### src/rtl/systolic_pkg.sv
// Shared types and default sizes for the systolic result drain.
package systolic_pkg;

    localparam int unsigned DEF_DIM    = 4;
    localparam int unsigned DEF_ELEM_W = 32;
    localparam int unsigned NUM_ELEM   = DEF_DIM * DEF_DIM;

    typedef enum logic [1:0] {
        StIdle,
        StStream,
        StFlush
    } drain_state_t;

endpackage

### src/rtl/result_shreg.sv
// Parallel-load buffer that shifts one element per step toward the head.
// Element 0 sits in the most significant slot, so the head always presents the next element.
module result_shreg #(
    parameter int unsigned ELEM_W   = 32,
    parameter int unsigned NUM_ELEM = 16
) (
    input  logic                         clk,
    input  logic                         reset,
    input  logic                         load,
    input  logic                         shift_en,
    input  logic [NUM_ELEM*ELEM_W-1:0]   d,
    output logic [ELEM_W-1:0]            head
);

    localparam int unsigned NW = NUM_ELEM * ELEM_W;

    logic [NW-1:0] buf_q;

    // Load wins over shift; zeros fill in behind the shifted-out element.
    always_ff @(posedge clk) begin
        if (reset) begin
            buf_q <= '0;
        end else if (load) begin
            buf_q <= d;
        end else if (shift_en) begin
            buf_q <= {buf_q[NW-ELEM_W-1:0], {ELEM_W{1'b0}}};
        end
    end

    assign head = buf_q[NW-1 -: ELEM_W];

endmodule

### src/rtl/systolic_result_drain.sv
// Captures the systolic multiplier result on the rising edge of done and streams the
// elements row-major over valid/ready, pulsing array_clear once after capture.
// Optional feature macro: DRAIN_PARITY_EN adds m_parity (even parity of m_data).
module systolic_result_drain
    import systolic_pkg::*;
#(
    parameter int unsigned ELEM_W = DEF_ELEM_W,
    parameter int unsigned DIM    = DEF_DIM
) (
    input  logic                          clk,
    input  logic                          reset,
    input  logic [DIM*DIM*ELEM_W-1:0]     y_in,
    input  logic                          done_in,
    output logic                          array_clear,
    output logic                          m_valid,
    input  logic                          m_ready,
    output logic [ELEM_W-1:0]             m_data,
    output logic [$clog2(DIM*DIM)-1:0]    m_index,
    output logic                          m_last,
    output logic                          busy,
    output logic                          overrun
`ifdef DRAIN_PARITY_EN
    ,
    output logic                          m_parity
`endif
);

    localparam int unsigned NUM_E = DIM * DIM;
    localparam int unsigned IDX_W = $clog2(NUM_E);
    localparam logic [IDX_W-1:0] LAST_IDX = IDX_W'(NUM_E - 1);
    localparam logic [IDX_W-1:0] PRE_LAST = IDX_W'(NUM_E - 2);

    drain_state_t state;
    logic         done_q;
    logic         done_rise;
    logic         load;
    logic         shift_en;

    assign done_rise = done_in & ~done_q;

    // Buffer control: capture only from idle, advance on every accepted beat.
    always_comb begin
        load     = 1'b0;
        shift_en = 1'b0;
        if (state == StIdle) begin
            load = done_rise;
        end
        if (state == StStream) begin
            shift_en = m_valid & m_ready;
        end
    end

    result_shreg #(
        .ELEM_W   (ELEM_W),
        .NUM_ELEM (NUM_E)
    ) u_shreg (
        .clk      (clk),
        .reset    (reset),
        .load     (load),
        .shift_en (shift_en),
        .d        (y_in),
        .head     (m_data)
    );

    // Drain FSM with edge detect, index counter and registered handshake outputs.
    always_ff @(posedge clk) begin
        if (reset) begin
            state       <= StIdle;
            done_q      <= 1'b0;
            array_clear <= 1'b0;
            m_valid     <= 1'b0;
            m_index     <= '0;
            m_last      <= 1'b0;
            busy        <= 1'b0;
            overrun     <= 1'b0;
        end else begin
            done_q      <= done_in;
            array_clear <= 1'b0;
            unique case (state)
                StIdle: begin
                    if (done_rise) begin
                        state       <= StStream;
                        array_clear <= 1'b1;
                        m_valid     <= 1'b1;
                        busy        <= 1'b1;
                        m_index     <= '0;
                        m_last      <= 1'b0;
                    end
                end
                StStream: begin
                    if (done_rise) begin
                        overrun <= 1'b1;
                    end
                    if (m_valid && m_ready) begin
                        if (m_index == LAST_IDX) begin
                            state   <= StFlush;
                            m_valid <= 1'b0;
                            m_last  <= 1'b0;
                            busy    <= 1'b0;
                        end else begin
                            m_index <= m_index + 1'b1;
                            m_last  <= (m_index == PRE_LAST);
                        end
                    end
                end
                StFlush: begin
                    if (done_rise) begin
                        overrun <= 1'b1;
                    end
                    // Hold here until done drops so a level-high done cannot recapture.
                    if (!done_in) begin
                        state   <= StIdle;
                        m_index <= '0;
                    end
                end
                default: begin
                    state <= StIdle;
                end
            endcase
        end
    end

`ifdef DRAIN_PARITY_EN
    assign m_parity = ^m_data;
`endif

endmodule

### config.mk
export PLATFORM = sky130hd
export DESIGN_NAME = systolic_result_drain
export DESIGN_NICKNAME = d
export VERILOG_FILES = /design/src/rtl/systolic_pkg.sv /design/src/rtl/result_shreg.sv /design/src/rtl/systolic_result_drain.sv
export SDC_FILE = /design/constraint.sdc
export NUM_CORES = 1
export LEC_CHECK = 0
export BUFFER_PORTS_ARGS = -buffer_cell sky130_fd_sc_hd__buf_2
export CAP_MARGIN = 20
export CORE_ASPECT_RATIO = 2
export CORE_MARGIN = 4
export CORE_UTILIZATION = 35
export CTS_BUF_LIST = sky130_fd_sc_hd__clkbuf_4
export DETAILED_ROUTE_END_ITERATION = 16
export PLACE_DENSITY_LB_ADDON = 0.2
export SLEW_MARGIN = 0
export SYNTH_ARGS = -nofsm -noshare
export SYNTH_HDL_FRONTEND = slang
export SYNTH_SLANG_ARGS = --single-unit
### constraint.sdc
create_clock -name clk -period 2.1 [get_ports clk]
set_clock_uncertainty 0.1 [all_clocks]
set_input_delay 0.42 -clock clk [delete_from_list [all_inputs] [get_ports clk]]
set_output_delay 0.42 -clock clk [all_outputs]
set_load 0.01 [all_outputs]
==> metrics.md, run 1 <==
| Metric | Value |
|---|---|
| Reg power frac | `43.4%` |
| Internal power | `20.8 mW` |
| Mapped Avg Cell Area | `around 8 sq um` |
| Detailed Route WL | `99,200 microns` |
| Half-perimeter wire length after placement | `~65,000 microns` |
| Sort of element at the end of the critical path | `output pin` |
| Share of layout cells above drive strength 1 | `25.5%` |
| Clock-pin slew reported for the worst setup and hold paths after clock tree synthesis | `about 80 ps` |
| Max Freq | `493 MHz` |
| Layout Area Growth over Synthesis | `49.7%` |
| Type of the tightest min-delay check | `primary input to flip-flop` |
| Final core utilization | `about 53%` |
| Hold Path Stages | `4` |
| Number of fill cells in the layout | `5,954` |
| Clock sinks | `523` |
| Crit Path Max Fanout | `3` |
| Pin count of the biggest net entering global routing | `90` |
| Std cell rows | `roughly 130` |
| Tightest Pin Transition | `between 400 and 500 ps` |
| Endpoint with the worst hold slack | `u_shreg.buf_q[16]` |
| Root buffer cell | `sky130_fd_sc_hd__clkbuf_4` |
| Switching part of the total | `33.9%` |
| Count of vias placed by the detailed router | `roughly 26,000` |
| R2R setup slack | `110 ps` |
| Count of flip-flops with a built-in enable after synthesis | `0` |
| TritonCTS clock tree | `yes` |
| Share of the yosys chip area belonging to registers | `a little under half` |
| Count of cells along the worst register-to-register path | `8` |
| Number of maximum-capacitance violations | `0` |
| Via count of the first global-routing pass | `25,900` |
| Chip Height | `between 300 and 400 microns` |
| Skew-Pair Late Insertion Delay | `960 ps` |
| Initial antenna violation count | `7` |
| Area of the multi-input gates | `11,100 sq um` |
| Required time of the critical path | `~1600 ps` |
| Worst flop-to-flop path startpoint | `state[0]` |
| Effective utilization at floorplan | `35.4%` |
| Power spent charging and discharging nets | `approximately 11 mW` |
| Netlist area before placement | `23,000 sq um` |
| Final ANT Viol Nets | `0` |
| Number of hold violations in the final report | `0` |
| Time the worst path needs with I/O delays and setup | `2030 ps` |
| Worst hold start | `y_in[16]` |
| Final setup violation count | `0` |
| Cell chain of the critical path | `buf_6 -> buf_6` |
| Period utilisation layout | `96.6%` |
| Power share of the clock group | `28.2%` |
| First-pass GRT wire length | `about 150,000 microns` |
| Synthesized netlist net count | `3,404` |
| Most used flip-flop cell after synthesis | `sky130_fd_sc_hd__dfxtp_1` |
| FF-to-FF End | `u_shreg.buf_q[409]` |
| Sum of overflow across all layers after global routing | `0` |
| Highest ir drop seen on vdd | `0.000516 V` |
| Depth of the CTS H-tree | `4` |
| Final weighted congestion in routability-driven placement | `0.842` |
| Total power divided by cell area | `roughly 900 nW/um^2` |
| Critical path class | `flip-flop to output pin` |
| Core region area | `65,100 sq um` |
| YS warnings | `0` |
| Final net count | `roughly 4,400` |
| Detailed Route Iter0 Violations | `1,685` |
| Proportion of register bits with asynchronous set or reset after synthesis | `0%` |
| DRC viols | `0` |
| Num ports | `557` |
| Kind of cell adding the most delay to the critical path | `flip-flops` |
| Buffers and inverters on the worst path | `2` |
| Pins Over Slew Limit | `0` |
| RSZ-0062 raised after global routing | `true` |
| Port bufs | `556` |
| Static Leakage | `13.7 nW` |
| Bufs on Longest Clock Path | `3` |
| Total routing usage reported by global routing | `a little over a quarter` |
| CTS buffer count | `132` |
| Chip width | `189 microns` |
| Most used cell, CP | `sky130_fd_sc_hd__buf_6` |
| Post-synthesis register bit count | `~520` |
| Hold slack | `~160 ps` |
| Ratio of routed vias to standard cells | `5.24` |
| Register area | `between 10,000 and 15,000 sq um` |
| Arrival @ worst endpoint | `1510 ps` |
| Pre-Repair DR Iteration Count | `5` |
| Slowest stage delay, CP | `330 ps` |
| Power share of the combinational group | `28.4%` |
| Gate count of the mapped netlist | `2,880` |
| Worst slew margin | `67.4%` |
| Number of distinct library cell variants in the gate-level netlist after synthesis | `34` |
| Critical-path top delay cell | `sky130_fd_sc_hd__dfxtp_2` |
| Startpoint Class | `flip-flop` |
| Die footprint | `between 70,000 and 80,000 sq um` |
| Routed wire length per instance | `20.3 microns` |
| Outcome | `finished clean` |
## per-stage QoR
stage | TNS [ps] | instances | power, mW | setup slack [ps] | cell area, sq um
2_1_floorplan | 0 | 2880 | 18.3 | 255 | 23000
3_3_place_gp | 0 | 4115 | 21.1 | 121 | 26900
3_5_place_dp | 0 | 4115 | 21.1 | 78.4 | 26900
4_1_cts | -198 | 4849 | 31.0 | -92.1 | 33800
5_1_grt | -72.5 | 4880 | 33.2 | -37.2 | 34500
6_report | 0 | 4885 | 31.4 | 72.2 | 34500
## layer usage
layer	up-vias	track usage, %	routed length [microns]
li1	12200	-	-
met1	12000	29.9	37900
met2	1163	44.7	48600
met3	282	4.93	6010
met4	0	16.4	6560
met5	-	0	0
## cell usage after synthesis (all sizes together) (2+ instances only)
cell type	instances	area [sq um]
buf	182	1050
dfxtp	523	10500
o21ai	5	25.0
a22oi	33	248
o31ai	3	22.5
clkbuf	132	499
nor2	518	1940
nor2b	2	12.5
inv	3	11.3
a311oi	480	4830
nand4b	3	26.3
nand3	3	15.0
ha	8	100
nand4	4	25.0
a21oi	7	35.0
nand2	962	3610
## what timing repair did
action,4_1_cts,5_1_grt
pin swaps,0,3
gates resized for setup,23,35
setup endpoints to repair,10,141
hold endpoints to repair,523,0
cloned,0,15
hold buffers,516,0
setup buffers,4,10
## worst min-delay path, cell delays in order
cell	delay [ps]
sky130_fd_sc_hd__dlygate4sd3_1	520
sky130_fd_sc_hd__buf_2	90
sky130_fd_sc_hd__a22oi_1	60
sky130_fd_sc_hd__nor2_1	70
## final cells by class
cell class / instances / share of cell area, %
Sequential cell: 523 / 30.4
Clock inverter: 31 / 0.660
Timing Repair Buffer: 1223 / 29.6
Multi-Input combinational cell: 2040 / 32.1
Tap cell: 871 / 3.16
Clock buffer: 183 / 3.98
Antenna cell: 11 / 0.0798
Inverter: 3 / 0.0326
## worst max-delay path by stage
stage | end | startpoint | cells after the start | slack (ps)
after floorplan | u_shreg.buf_q[363] | state[0] | 8 | 260
after global placement | u_shreg.buf_q[389] | state[0] | 6 | 120
after detailed placement | u_shreg.buf_q[198] | state[1] | 8 | 80
after CTS | busy | busy | 2 | -90
after global routing | m_valid | busy | 2 | -40
final | busy | busy | 2 | 70
## power by group through the flow
stage	sequential [mW]	combinational [mW]	clock, mW
floorplan	13.1	5.19	0
global placement	13.8	7.28	0
detailed placement	13.8	7.34	0
CTS	13.6	8.21	9.15
global route	13.8	9.77	9.60
finish	13.6	8.93	8.86
## flip-flops by register name, indices dropped and copies added (netlist names)
signal and count:
u_shreg.buf_q 512, m_index 4, state 2, array_clear 1, busy 1, done_q 1
m_last 1, overrun 1
## placed cells by master (no fill, tap or decap), types with 33 or more instances in the layout
master	count
sky130_fd_sc_hd__nor2_1	517
sky130_fd_sc_hd__dlygate4sd3_1	516
sky130_fd_sc_hd__dfxtp_1	515
sky130_fd_sc_hd__buf_2	546
sky130_fd_sc_hd__buf_12	34
sky130_fd_sc_hd__a311oi_2	104
sky130_fd_sc_hd__nand2_1	961
sky130_fd_sc_hd__clkbuf_4	183
sky130_fd_sc_hd__buf_4	78
sky130_fd_sc_hd__a311oi_1	376
sky130_fd_sc_hd__a22oi_1	33
## cell families after synthesis
group                    count (synthesis)  share of synthesized area, %
buffers and inverters                  317                          6.77
flip-flops                             523                          45.5
AO/OA/AOI/OAI                          534                          22.7
XOR/XNOR                                 2                        0.0761
AND/OR/NAND/NOR                       1496                          24.6
adder cells (fa/ha/maj)                  8                         0.435
(Power assumes the default switching activity.)
==> run 2, diff against run 1 <==
- RECOVER_POWER: default -> 25
- SYNTH_HIERARCHICAL: default -> 1
==> run 2 against run 1 <==
Against the previous run: register-to-register slack lost 70 ps; power shrank 4.8%; synthesized area grew 12%; design area grew 5.2%; combinational power shrank 9.7%; maximum frequency shrank 1.5%; global-route usage shrank 2.7 points; worst setup slack lost 32 ps; synthesized cell count shrank 17%.
==> metrics.md, run 2 <==
| Metric | Value |
|---|---|
| Outcome | `finished clean` |
| Std cell rows | `140` |
| Pre-Repair DR Iteration Count | `5` |
| Power share of the clock group | `29.7%` |
| Period utilisation layout | `98.1%` |
| Bufs on Longest Clock Path | `3` |
| Largest registers in the final layout | `u_shreg/buf_q x512, m_index x4, state x2` |
| Routed wire length per instance | `roughly 21 microns` |
| Cell types occupying the most area after synthesis | `sky130_fd_sc_hd__dfxtp_1 (40%), sky130_fd_sc_hd__mux2i_1 (19%), sky130_fd_sc_hd__nor2b_1 (12%)` |
| Sort of element at the end of the critical path | `flip-flop` |
| Critical-path top delay cell | `sky130_fd_sc_hd__dfxtp_1` |
| YS warnings | `6` |
| First-pass GRT wire length | `144,000 microns` |
| Netlist area before placement | `25,900 sq um` |
| Most common cell after layout, fill and taps aside | `sky130_fd_sc_hd__buf_2` |
| Kind of cell adding the most delay to the critical path | `buffers and inverters` |
| Skew-Pair Late Insertion Delay | `950 ps` |
| Type of the tightest min-delay check | `primary input to flip-flop` |
| Proportion of netlist area held by the largest area contributor | `between 40% and 50%` |
| Required time of the critical path | `2840 ps` |
| Initial antenna violation count | `13` |
| Startpoint Class | `flip-flop` |
| FF-to-FF End | `u_shreg/buf_q[490]` |
| Largest area contributor in the netlist | `sky130_fd_sc_hd__dfxtp_1` |
| Worst flop-to-flop path startpoint | `state[1]` |
| Layout Area Growth over Synthesis | `40.1%` |
| Chip width | `200 microns` |
| Sum of overflow across all layers after global routing | `0` |
| Worst hold start | `y_in[31]` |
| Internal power | `~20 mW` |
| Final weighted congestion in routability-driven placement | `about 0.86` |
| Crit path depth | `7` |
| Arrival @ worst endpoint | `around 2800 ps` |
| Gate count of the mapped netlist | `approximately 2,400` |
| RSZ-0062 raised after global routing | `true` |
| Register area | `10,500 sq um` |
| Power spent charging and discharging nets | `9.57 mW` |
| Max Freq | `486 MHz` |
| Via count of the first global-routing pass | `24,500` |
| Most frequent cell after synthesis | `sky130_fd_sc_hd__dfxtp_1` |
| Post-synthesis register bit count | `523` |
| Reg power frac | `43.4%` |
| Number of maximum-capacitance violations | `0` |
| Number of fill cells in the layout | `6,596` |
| Clock sinks | `~520` |
| Highest ir drop seen on vdd | `0.000504 V` |
| Count of cells along the worst register-to-register path | `7` |
| Time the worst path needs with I/O delays and setup | `2060 ps` |
| Synthesized netlist net count | `2,907` |
| Switching part of the total | `32.0%` |
| Count of vias placed by the detailed router | `between 20,000 and 25,000` |
| Core region area | `73,000 sq um` |
| Proportion of register bits with asynchronous set or reset after synthesis | `0%` |
| Area of the multi-input gates | `13,400 sq um` |
| Tightest Pin Transition | `1010 ps` |
| Clock-pin slew reported for the worst setup and hold paths after clock tree synthesis | `70 ps` |
| Power share of the combinational group | `a little over a quarter` |
| Number of hold violations in the final report | `0` |
| Total power divided by cell area | `824 nW/um^2` |
| Final net count | `3,979` |
| Worst slew margin | `32.3%` |
| Largest register FFs | `512` |
| Buffers and inverters on the worst path | `3` |
| Cell chain of the critical path | `inv_2 -> ha_1 -> and3_4 -> buf_12 -> buf_6 -> mux2i_1 -> a211oi_2` |
| Slowest stage delay, CP | `between 300 and 400 ps` |
| Share of the yosys chip area belonging to registers | `40.4%` |
| Chip Height | `393 microns` |
| Root buffer cell | `sky130_fd_sc_hd__clkbuf_4` |
| Detailed Route Iter0 Violations | `780` |
| Hold Path Stages | `4` |
| Total power | `29.9 mW` |
| Accumulated negative setup slack | `0 ps` |
| Die footprint | `78,700 sq um` |
| Number of distinct library cell variants in the gate-level netlist after synthesis | `36` |
| Crit Path Max Fanout | `20` |
| Pin count of the biggest net entering global routing | `73` |
| Commonest cells in the synthesized netlist | `sky130_fd_sc_hd__dfxtp_1 (523), sky130_fd_sc_hd__nor2b_1 (483), sky130_fd_sc_hd__mux2i_1 (481)` |
| DRC viols | `0` |
| Num ports | `approximately 560` |
| Static Leakage | `13.3 nW` |
| Critical path class | `flip-flop to flip-flop` |
| Final setup violation count | `0` |
| Mapped Avg Cell Area | `around 11 sq um` |
| Most used flip-flop cell after synthesis | `sky130_fd_sc_hd__dfxtp_1` |
| Most frequent cells in the layout | `sky130_fd_sc_hd__buf_2 (543), sky130_fd_sc_hd__dlygate4sd3_1 (516), sky130_fd_sc_hd__dfxtp_1 (501), sky130_fd_sc_hd__nor2b_1 (483), sky130_fd_sc_hd__mux2i_1 (479)` |
| Total routing usage reported by global routing | `a little under a quarter` |
| CTS buffer count | `132` |
| Half-perimeter wire length after placement | `between 60,000 and 70,000 microns` |
| Final ANT Viol Nets | `0` |
| Detailed Route WL | `about 95,000 microns` |
| Pins Over Slew Limit | `0` |
| TritonCTS clock tree | `yes` |
| Port bufs | `about 560` |
| Ratio of routed vias to standard cells | `5.03` |
| R2R setup slack | `40 ps` |
| Endpoint with the worst hold slack | `u_shreg/buf_q[31]` |
| Effective utilization at floorplan | `35.5%` |
| Share of layout cells above drive strength 1 | `31.6%` |
| Count of flip-flops with a built-in enable after synthesis | `0` |
| Largest register by flop count | `u_shreg/buf_q` |
| Depth of the CTS H-tree | `4` |
==> run 2: what timing repair did <==
| item | 4_1_cts | 5_1_grt |
|---|---|---|
| buffers inserted | 4 | 1 |
| gates cloned | 1 | 0 |
| hold endpoints to repair | 523 | 0 |
| hold buffers | 516 | 0 |
| resized for setup | 41 | 12 |
| setup endpoints to repair | 26 | 66 |
==> run 2: stage by stage <==
step                std cells  hold slack, ps  instance area (sq um)  utilization (%)  setup WS [ps]
floorplan                2383             402                  25900                -            176
global placement         3722             367                  29500             40.4           88.5
detailed placement       3722             380                  29500             40.4           24.0
CTS                      4454            3.06                  36500             49.9          -71.4
global route             4464            60.9                  36300             49.7          -54.8
finish                   4469             167                  36300             49.7           40.3
==> run 2: per-layer routing <==
metal	track usage [%]	up-vias	share of wire, %
li1	-	10800	-
met5	0	-	0.045
met3	4.78	243	4.8
met4	13.7	6	5.8
met2	42.6	793	51
met1	25.2	10600	38
==> run 2: cell families after synthesis <==
family,Yosys count,synth area share [%]
simple gates,572,13.8
compound gates,530,19.4
flops,523,40.4
mux,481,18.6
buf+inv,269,7.40
fa+ha+maj,8,0.387
==> run 2: worst register-to-register path, cell delays in order, from the launching register on <==
cell	delay, ps
sky130_fd_sc_hd__dfxtp_1	340
sky130_fd_sc_hd__inv_2	100
sky130_fd_sc_hd__ha_1	170
sky130_fd_sc_hd__and3_4	260
sky130_fd_sc_hd__buf_12	220
sky130_fd_sc_hd__buf_6	330
sky130_fd_sc_hd__mux2i_1	330
sky130_fd_sc_hd__a211oi_2	100
==> run 2: cell type report <==
cell class / count / area share, %
Tap cell: 923 / 3.18
Inverter: 7 / 0.0793
Antenna cell: 14 / 0.0965
Clock inverter: 37 / 0.865
Timing Repair Buffer: 1200 / 26.2
Multi-Input combinational cell: 1591 / 37.1
Clock buffer: 174 / 3.60
Sequential cell: 523 / 28.9
==> run 2: worst max path at each step <==
stage / from / to / slack, ps
6_report: state[1] / u_shreg/buf_q[490] / 40
5_1_grt: busy / busy / -50
4_1_cts: busy / m_valid / -70
3_5_place_dp: state[1] / u_shreg/buf_q[358] / 20
3_3_place_gp: state[1] / u_shreg/buf_q[387] / 90
2_1_floorplan: state[0] / u_shreg/buf_q[411] / 180
==> run 2: power by group through the flow <==
stage | Clock, mW | Sequential (mW) | Combinational, mW
after global placement | 0 | 13.2 | 7.13
final | 8.87 | 13.0 | 8.06
after global routing | 9.66 | 13.1 | 8.75
after detailed placement | 0 | 13.2 | 7.30
after CTS | 9.25 | 13.0 | 8.21
after floorplan | 0 | 12.3 | 5.48
==> run 3, diff against run 2 <==
--- a/config.mk
+++ b/config.mk
@@ -14,5 +14,6 @@
 export DETAILED_ROUTE_END_ITERATION = 16
+export GPL_TIMING_DRIVEN = 1
 export PLACE_DENSITY_LB_ADDON = 0.2
 export RECOVER_POWER = 25
-export SLEW_MARGIN = 0
+export SLEW_MARGIN = 20
 export SYNTH_ARGS = -nofsm -noshare
--- a/constraint.sdc
+++ b/constraint.sdc
@@ -4,2 +4,2 @@
 set_output_delay 0.42 -clock clk [all_outputs]
-set_load 0.01 [all_outputs]
+set_load 0.005 [all_outputs]
==> run 3 against run 2 <==
Against the previous run: global-route usage hardly changed; wire length hardly changed; sequential share of layout area hardly changed; core utilization is 0.058 points lower; sequential cell count stayed put; via count is 0.15% lower; critical path depth stayed put; power is 0.24% lower; cell count hardly changed; sequential power hardly changed; clock power hardly changed.
==> metrics.md, run 3 (synthesis gave the netlist of run 2 again) <==
| Metric | Value |
|---|---|
| Outcome | `finished clean` |
| Largest register FFs | `512` |
| Endpoint with the worst hold slack | `u_shreg/buf_q[16]` |
| Count of vias placed by the detailed router | `22,400` |
| Routed wire length per instance | `21.3 microns` |
| Largest registers in the final layout | `u_shreg/buf_q x512, m_index x4, state x2` |
| Half-perimeter wire length after placement | `69,100 microns` |
| Effective utilization at floorplan | `35.5%` |
| Initial antenna violation count | `13` |
| DRC viols | `0` |
| Pin count of the biggest net entering global routing | `73` |
| Worst flop-to-flop path startpoint | `state[1]` |
| Via count of the first global-routing pass | `24,500` |
| Final net count | `slightly below 4,000` |
| Ratio of routed vias to standard cells | `5.02` |
| Period utilisation layout | `97.6%` |
| Detailed Route Iter0 Violations | `863` |
| Skew-Pair Late Insertion Delay | `940 ps` |
| Final weighted congestion in routability-driven placement | `0.861` |
| Bufs on Longest Clock Path | `3` |
| Sum of overflow across all layers after global routing | `0` |
| Max Freq | `488 MHz` |
| Std cell rows | `140` |
| Num ports | `557` |
| Hold Path Stages | `4` |
| Most common cell after layout, fill and taps aside | `sky130_fd_sc_hd__buf_2` |
| Sort of element at the end of the critical path | `flip-flop` |
| Core region area | `73,000 sq um` |
| Pre-Repair DR Iteration Count | `5` |
| Hold slack | `169 ps` |
| Startpoint Class | `flip-flop` |
| Slowest stage delay, CP | `340 ps` |
| Accumulated negative setup slack | `0 ps` |
| Area of the multi-input gates | `13,400 sq um` |
| Arrival @ worst endpoint | `2800 ps` |
| Met2 routed wirelength | `48,500 microns` |
| Largest register by flop count | `u_shreg/buf_q` |
| Most frequent cells in the layout | `sky130_fd_sc_hd__buf_2 (552), sky130_fd_sc_hd__dlygate4sd3_1 (516), sky130_fd_sc_hd__dfxtp_1 (506), sky130_fd_sc_hd__nor2b_1 (483), sky130_fd_sc_hd__mux2i_1 (478)` |
| Met3 wire length | `4690 microns` |
| Met1 wire length | `between 30,000 and 40,000 microns` |
| Buffers and inverters on the worst path | `3` |
| TritonCTS clock tree | `yes` |
| Type of the tightest min-delay check | `primary input to flip-flop` |
| Static Leakage | `13.2 nW` |
| Worst hold start | `y_in[16]` |
| Detailed Route WL | `95,300 microns` |
| Time the worst path needs with I/O delays and setup | `about 2000 ps` |
| Port bufs | `556` |
| Number of maximum-capacitance violations | `0` |
| Number of hold violations in the final report | `0` |
| Final ANT Viol Nets | `0` |
| RSZ-0062 raised after global routing | `true` |
| FF-to-FF End | `u_shreg/buf_q[490]` |
| Highest metal layer used by the detailed router | `met5` |
| Register area | `between 10,000 and 15,000 sq um` |
| Share of layout cells above drive strength 1 | `31.5%` |
| Pins Over Slew Limit | `0` |
| Layout Area Growth over Synthesis | `40.0%` |
| Total routing usage reported by global routing | `23.5%` |
| R2R setup slack | `slightly above 50 ps` |
| Kind of cell adding the most delay to the critical path | `buffers and inverters` |
| Root buffer cell | `sky130_fd_sc_hd__clkbuf_4` |
| Tightest Pin Transition | `1010 ps` |
| Chip width | `200 microns` |
| Clock-pin slew reported for the worst setup and hold paths after clock tree synthesis | `70 ps` |
| Final setup violation count | `0` |
| Highest ir drop seen on vdd | `0.000490 V` |
| Crit Path Max Fanout | `20` |
| Chip Height | `roughly 390 microns` |
| CTS buffer count | `132` |
| Required time of the critical path | `approximately 2900 ps` |
| Worst path setup slack after routing | `51.3 ps` |
| First-pass GRT wire length | `144,000 microns` |
| Depth of the CTS H-tree | `4` |
| Worst slew margin | `32.3%` |
| Cell chain of the critical path | `inv_2 -> ha_1 -> and3_4 -> buf_12 -> buf_6 -> mux2i_1 -> a211oi_2` |
| Die footprint | `slightly below 80,000 sq um` |
| Critical-path top delay cell | `sky130_fd_sc_hd__dfxtp_1` |
| Total power divided by cell area | `slightly above 800 nW/um^2` |
| Critical path class | `flip-flop to flip-flop` |
| Count of cells along the worst register-to-register path | `7` |
| Number of fill cells in the layout | `approximately 6,600` |
| Clock sinks | `523` |
| Placement Setup Slack | `24.0 ps` |
==> run 3: through the flow <==
stage | total power [mW] | utilization (%) | area [sq um] | std cells
6_report | 29.8 | 49.6 | 36200 | 4470
5_1_grt | 31.5 | 49.6 | 36200 | 4464
4_1_cts | 30.4 | 49.8 | 36400 | 4454
3_5_place_dp | 20.5 | 40.4 | 29500 | 3722
3_3_place_gp | 20.3 | 40.4 | 29500 | 3722
2_1_floorplan | 17.7 | - | 25900 | 2383
==> run 3: what timing repair did <==
action                                  CTS  global route
hold buffers                            516             0
endpoints found under the setup margin   19            67
resized for setup                        27            14
endpoints found under the hold margin   523             0
cloned                                    1             0
buffers inserted                          4             1
==> run 3: area by class of cell <==
| type | instances | area share, % |
|---|---|---|
| well taps | 923 | 3.19 |
| flip-flops and latches | 523 | 29.0 |
| inverters | 7 | 0.0794 |
| clock buffers | 174 | 3.60 |
| repair buffers | 1200 | 26.1 |
| multi-input cells | 1591 | 37.1 |
| diodes | 15 | 0.104 |
| clock inverters | 37 | 0.866 |
==> run 3: worst reg2reg max path, delay by kind of cell (launching register included) <==
| kind | cells | cell delay [ps] |
|---|---|---|
| buffers and inverters | 3 | 650 |
| DFF | 1 | 340 |
| muxes | 1 | 330 |
| and+or+nand+nor | 1 | 260 |
| adders and majority gates | 1 | 180 |
| AOI/OAI and AO/OA | 1 | 100 |
==> run 3: power breakdown <==
group          internal (mW)  switching, mW
clock                   4.57           4.30
combinational           4.19           3.80
sequential              11.5           1.43
==> run 3: layer usage <==
metal / vias up / GRT usage (%)
met4: 6 / 13.5
met3: 244 / 4.78
met2: 801 / 42.8
li1: 10800 / -
met5: - / 0
met1: 10600 / 25.2
==> run 3: how the worst max path moves through the flow <==
stage / cells past startpoint / start / endpoint
finish: 7 / state[1] / u_shreg/buf_q[490]
global route: 2 / busy / busy
CTS: 2 / busy / m_valid
detailed placement: 7 / state[1] / u_shreg/buf_q[358]
global placement: 7 / state[1] / u_shreg/buf_q[387]
floorplan: 8 / state[0] / u_shreg/buf_q[411]
